## config.mk

```make
export PLATFORM = sky130hd
export DESIGN_NAME = msg_scheduler_param
export DESIGN_NICKNAME = d
export VERILOG_FILES = /design/src/rtl/sha_pkg.sv /design/src/rtl/msg_sigma.sv /design/src/rtl/msg_scheduler_param.sv
export SDC_FILE = /design/constraint.sdc
export NUM_CORES = 1
export LEC_CHECK = 0
export BUFFER_PORTS_ARGS = -buffer_cell sky130_fd_sc_hd__clkbuf_2
export CORE_MARGIN = 2
export CORE_UTILIZATION = 35
export CTS_CLUSTER_DIAMETER = 30
export DETAILED_ROUTE_END_ITERATION = 7
export GPL_TIMING_DRIVEN = 0
export PLACE_DENSITY = 0.56
export REMOVE_ABC_BUFFERS = 1
export SLEW_MARGIN = 20
export SYNTH_ARGS = -nofsm -noshare
export SYNTH_HDL_FRONTEND = slang
export SYNTH_SLANG_ARGS = --single-unit
```

## constraint.sdc

```tcl
create_clock -name clk -period 4.1 [get_ports clk]
set_input_delay 0.205 -clock clk [delete_from_list [all_inputs] [get_ports clk]]
set_output_delay 0.205 -clock clk [all_outputs]
set_load 0.02 [all_outputs]
```

## src/rtl/sha_pkg.sv

```systemverilog
// Shared definitions for the SHA-2 message scheduler: FSM states,
// sigma rotate/shift amounts for both word widths, and round counts.
package sha_pkg;

    typedef enum logic [1:0] {
        ST_LOAD = 2'd0,
        ST_RUN  = 2'd1,
        ST_FILL = 2'd2
    } sched_state_e;

    localparam int ROUNDS_SHA256 = 64;
    localparam int ROUNDS_SHA512 = 80;

    localparam int S0_R1_32 = 7;
    localparam int S0_R2_32 = 18;
    localparam int S0_SH_32 = 3;
    localparam int S1_R1_32 = 17;
    localparam int S1_R2_32 = 19;
    localparam int S1_SH_32 = 10;

    localparam int S0_R1_64 = 1;
    localparam int S0_R2_64 = 8;
    localparam int S0_SH_64 = 7;
    localparam int S1_R1_64 = 19;
    localparam int S1_R2_64 = 61;
    localparam int S1_SH_64 = 6;

endpackage

```

## src/rtl/msg_sigma.sv

```systemverilog
// Small sigma function of the SHA-2 schedule: ROTR^ROTR^SHR.
// SEL=0 gives sigma0, SEL=1 gives sigma1; amounts follow WORD_W.
module msg_sigma
    import sha_pkg::*;
#(
    parameter int WORD_W = 32,
    parameter int SEL    = 0
) (
    input  logic [WORD_W-1:0] x,
    output logic [WORD_W-1:0] y
);

    localparam bit IS64 = (WORD_W == 64);
    localparam int R1 = IS64 ? ((SEL != 0) ? S1_R1_64 : S0_R1_64)
                             : ((SEL != 0) ? S1_R1_32 : S0_R1_32);
    localparam int R2 = IS64 ? ((SEL != 0) ? S1_R2_64 : S0_R2_64)
                             : ((SEL != 0) ? S1_R2_32 : S0_R2_32);
    localparam int SH = IS64 ? ((SEL != 0) ? S1_SH_64 : S0_SH_64)
                             : ((SEL != 0) ? S1_SH_32 : S0_SH_32);

    always_comb begin
        y = ((x >> R1) | (x << (WORD_W - R1)))
          ^ ((x >> R2) | (x << (WORD_W - R2)))
          ^ (x >> SH);
    end

endmodule

```

## src/rtl/msg_scheduler_param.sv

```systemverilog
// SHA-2 message schedule generator: loads 16 message words, then streams
// W[0..ROUNDS-1] through a 16-deep window with valid/ready handshaking.
//
// state   | meaning
// LOAD    | accepting message words into window slot cnt
// RUN     | W[t] presented on out_word, waiting for out_ready
// FILL    | SERIAL=1 only: 3-cycle shared-adder accumulation of W[t+16]
module msg_scheduler_param
    import sha_pkg::*;
#(
    parameter int WORD_W = 32,
    parameter int ROUNDS = ROUNDS_SHA256,
    parameter int SERIAL = 0
) (
    input  logic              clk,
    input  logic              reset,
    input  logic              abort,
    input  logic              in_valid,
    output logic              in_ready,
    input  logic [WORD_W-1:0] in_word,
    output logic              out_valid,
    input  logic              out_ready,
    output logic [WORD_W-1:0] out_word,
    output logic [6:0]        out_idx,
    output logic              block_done
);

    localparam logic [6:0] T_LAST  = 7'(ROUNDS - 1);
    localparam logic [6:0] T_APPND = 7'(ROUNDS - 16);

    sched_state_e      state, state_nxt;
    logic [3:0]        cnt;
    logic [6:0]        t;
    logic [1:0]        phase;
    logic [WORD_W-1:0] win [16];
    logic [WORD_W-1:0] acc;
    logic [WORD_W-1:0] s0, s1, add_a, add_b, add_sum, w_new;
    logic              in_fire, out_fire, do_shift, last_word, append;

    msg_sigma #(.WORD_W(WORD_W), .SEL(0)) u_sigma0 (.x(win[1]),  .y(s0));
    msg_sigma #(.WORD_W(WORD_W), .SEL(1)) u_sigma1 (.x(win[14]), .y(s1));

    assign last_word = (t == T_LAST);
    assign append    = (t < T_APPND);
    assign out_word  = win[0];
    assign out_idx   = t;

    // Shared adder sequence: win[0]+s0, then +win[9], then +s1 (lands in slot 15).
    always_comb begin
        add_a = (phase == 2'd0) ? win[0] : acc;
        add_b = s1;
        if (phase == 2'd0)
            add_b = s0;
        else if (phase == 2'd1)
            add_b = win[9];
        add_sum = add_a + add_b;
        if (SERIAL == 0)
            w_new = s1 + win[9] + s0 + win[0];
        else
            w_new = add_sum;
    end

    always_ff @(posedge clk) begin
        if (reset)
            state <= ST_LOAD;
        else
            state <= state_nxt;
    end

    always_comb begin
        state_nxt = state;
        in_ready  = 1'b0;
        out_valid = 1'b0;
        in_fire   = 1'b0;
        out_fire  = 1'b0;
        do_shift  = 1'b0;
        case (state)
            ST_LOAD: begin
                in_ready = 1'b1;
                in_fire  = in_valid;
                if (in_valid && cnt == 4'd15)
                    state_nxt = ST_RUN;
            end
            ST_RUN: begin
                out_valid = 1'b1;
                out_fire  = out_ready;
                if (out_ready) begin
                    if (last_word)
                        state_nxt = ST_LOAD;
                    else if (SERIAL != 0)
                        state_nxt = ST_FILL;
                    else
                        do_shift = 1'b1;
                end
            end
            ST_FILL: begin
                if (phase == 2'd2) begin
                    do_shift  = 1'b1;
                    state_nxt = ST_RUN;
                end
            end
            default: state_nxt = ST_LOAD;
        endcase
        if (abort)
            state_nxt = ST_LOAD;
    end

    always_ff @(posedge clk) begin
        if (reset) begin
            cnt        <= '0;
            t          <= '0;
            phase      <= '0;
            acc        <= '0;
            block_done <= 1'b0;
            for (int i = 0; i < 16; i++)
                win[i] <= '0;
        end else begin
            block_done <= 1'b0;
            if (abort) begin
                cnt   <= '0;
                t     <= '0;
                phase <= '0;
            end else begin
                if (in_fire) begin
                    win[cnt] <= in_word;
                    cnt      <= cnt + 4'd1;
                end
                if (state == ST_FILL) begin
                    if (phase != 2'd2)
                        acc <= add_sum;
                    phase <= (phase == 2'd2) ? 2'd0 : phase + 2'd1;
                end
                if (do_shift) begin
                    for (int i = 0; i < 15; i++)
                        win[i] <= win[i+1];
                    win[15] <= append ? w_new : '0;
                    t       <= t + 7'd1;
                end
                if (out_fire && last_word) begin
                    t          <= '0;
                    cnt        <= '0;
                    block_done <= 1'b1;
                end
            end
        end
    end

endmodule

```

==> results.md <==
- Failing checks: negative setup slack
- Ratio of cells with drive above 1 in the final layout: 22.8%
- Max Freq: 232 MHz
- Clk_lat worst skew: 0.67 ns
- Min-delay worst type: primary input to register
- CP Capture Type: register
- Post-route ant nets: 0
- Root Buffer: clkbuf_16
- Min Hold Slack: 0.0570 ns
- GP Congestion: 0.912
- Worst-case clock skew: 0.0281 ns
- Setup crit start kind: register
- CP max-delay cell: edfxtp_1
- Overall Global Routing Usage: 21.9%
- DRC Markers: 0
- Mapped cell area: 26900 sq um
- Vias in the first global route: 18820
- Worst path max stage delay: 0.52 ns
- Diodes inserted: 0
- Via Count: 19029
- Worst Path Max Fanout: 4
- Worst IR Drop VDD: 0.000467 V
- P_leak: 0.0131 uW
- Yosys top cell by area: edfxtp_1
- Synth Instances: 2240
- Most used cell, CP: xnor2_2
- Most frequent cells in the layout: edfxtp_1 (512), a22o_1 (323), nand2_1 (227)
- # port buffers: 78
- Core Rows: 101
- Yosys warns: 0
- Post-Syn Area per Cell: 12.0 sq um
- Data arrival, critical path: 4.69 ns
- Most used DFF post-synth: edfxtp_1
- Final count of pins violating max slew: 0
- Largest net degree at the start of global routing: 98
- Overflow left after global routing: 0
- Setup-failing EPs final: 15
- Worst Max-Slew Pin Slew: 1.06 ns
- Final Cycle Share: 105%
- Post-synth cell types: 54
- Synth top area cells: edfxtp_1 (57%), a22o_1 (11%), fa_1 (4.6%), o21ai_0 (4.0%), xnor2_1 (4.0%)
- Vias per cell: 5.40
- Starting Density: 35.4%
- CTS Buf Count: 110
- Post-route cell area: 34700 sq um
- Final Core Density: 45.6%
- Detailed Route Iter0 Violations: 1822
- Commonest non-fill, non-tap cell in the layout: edfxtp_1
- Placed cell count: 3243
- CP Class: register to register
- Maximum Capacitance Violations: 0
- Num ports: 79
- Global-route wire length before repair: 127000 um
- RSZ-0062 raised after global routing: true
- Post-Layout Cell Count: 3522
- Critical Path, Cell by Cell: xnor2_2 > xnor2_2 > fa_1 > inv_1 > fa_1 > inv_1 > ha_2 > inv_2 > fa_2 > nor2b_2 > o21ai_2 > o21ai_2 > buf_6 > a41oi_4 > o211ai_1 > xnor2_2 > o21ai_1
- Drt first pass iters: 5
- Fin Setup TNS: -1.50 ns
- # fillers: 6802
- Clock Sinks: 525
- Reg clk slew, reported paths: 0.05 ns
- Status: complete, but fails checks
- Pwr dens: 711 nW/um^2
- Dpl hpwl: 60400 um
- Seq/Total Area, Yosys: 58.1%
- Synth async-reset ratio: 0%
- Initial antenna violation count: 1
- Die ar.: 79100 sq um
- Core Area: 76100 sq um
- Die width: 281 um
- Post-synth EDFFs: 512
- Clk buf depth: 3
- Number of synthesized register bits: 525
- Final Hold Viols: 0
- DR WL/cell: 24.4 um
- Nets: 2531
- Post-route minimum period: 4.32 ns
- Die Ht: 281 um
- Slew HR: 29.0%
- Syn-to-layout area delta: 28.8%
- # H-tree levels: 3
- Post-Place Cell Area: 29300 sq um
- TritonCTS clock tree: built
- Top-area cell type share of the netlist area: 57.1%
- Worst setup margin: -0.217 ns
- Final WL: 85900 um
- Critical path required time: 4.47 ns
path summary, 6_finish.rpt:
kind,from,to,slack [ns],depth (start not counted)
worst max-delay path,win[1][8],win[15][31],-0.22,17
worst max register to register,win[1][8],win[15][31],-0.22,17
worst min-delay path,in_valid,cnt[0],0.06,4
worst min register to register,out_idx[6],out_idx[6],0.51,2
power by group:
group / leakage [uW] / internal, uW / switching (uW)
logic: 0.00587 / 3550 / 4790
clock network: 0.00190 / 6440 / 3040
registers: 0.00537 / 6510 / 307
cells in the mapped netlist (all sizes together), types with 2 or more instances:
master	n
o21ai	222
and2	2
nand2b	166
o211ai	5
inv	157
clkbuf	131
a31o	2
a21o	9
xor2	32
nand2	230
o21ba	2
dfxtp	13
nor3	7
xnor2	122
fa	62
a31oi	5
mux2i	2
nor2	40
o21bai	4
a221o	2
and3b	2
buf	65
nand4	8
ha	36
nor2b	3
a41oi	3
a32o	2
nand3	8
a221oi	2
edfxtp	512
and3	10
a21oi	34
nor4	2
or2	2
or4	2
a22o	323
stage by stage:
step                worst slack [ns]  total power (uW)
detailed placement             -1.05             12900
finish                        -0.217             24600
global placement              -37.44             12900
floorplan                     -21.17             10900
CTS                           -0.200             23600
global route                  -0.321             25700
critical path, delay by kind of cell (launching register included):
kind	cells	cell delay [ns]
xor gates and xnor gates	3	0.71
and+or+nand+nor	1	0.13
AOI/OAI and AO/OA	5	0.90
DFF	1	0.52
adders and majority gates	4	1.43
buffers and inverters	4	0.34
kinds of logic after synthesis:
family / Yosys count / synth area share (%)
compound gates: 620 / 16.6
xor+xnor: 154 / 5.01
fa+ha+maj: 98 / 6.29
buf+inv: 353 / 5.08
flops: 525 / 58.1
mux: 2 / 0.0744
simple gates: 488 / 8.87
sequential cells by signal (all words and copies together), names as in the netlist:
register	count
win	512
out_idx	7
cnt	4
block_done	1
state	1
routing by layer:
metal / wire, um / track usage, %
met1: 38800 / 31.8
met2: 38000 / 33.1
met3: 6780 / 4.05
met4: 2300 / 6.67
met5: 0 / 0
timing repair:
item	CTS	global route
pin swaps	21	33
endpoints found under the setup margin	23	21
buffers inserted	44	24
hold buffers	3	0
resized for setup	87	71
endpoints found under the hold margin	3	0
cell type report:
cell class                 count  area, sq um  area share [%]
multi-input combinational   1362        11000            31.7
inverter                     157          589            1.70
clock buffer                 128         2860            8.25
timing repair buffer         240         2210            6.36
sequential                   525        15600            45.1
clock inverter                80         1100            3.17
tap                         1030         1290            3.72
(Power assumes the default switching activity.)
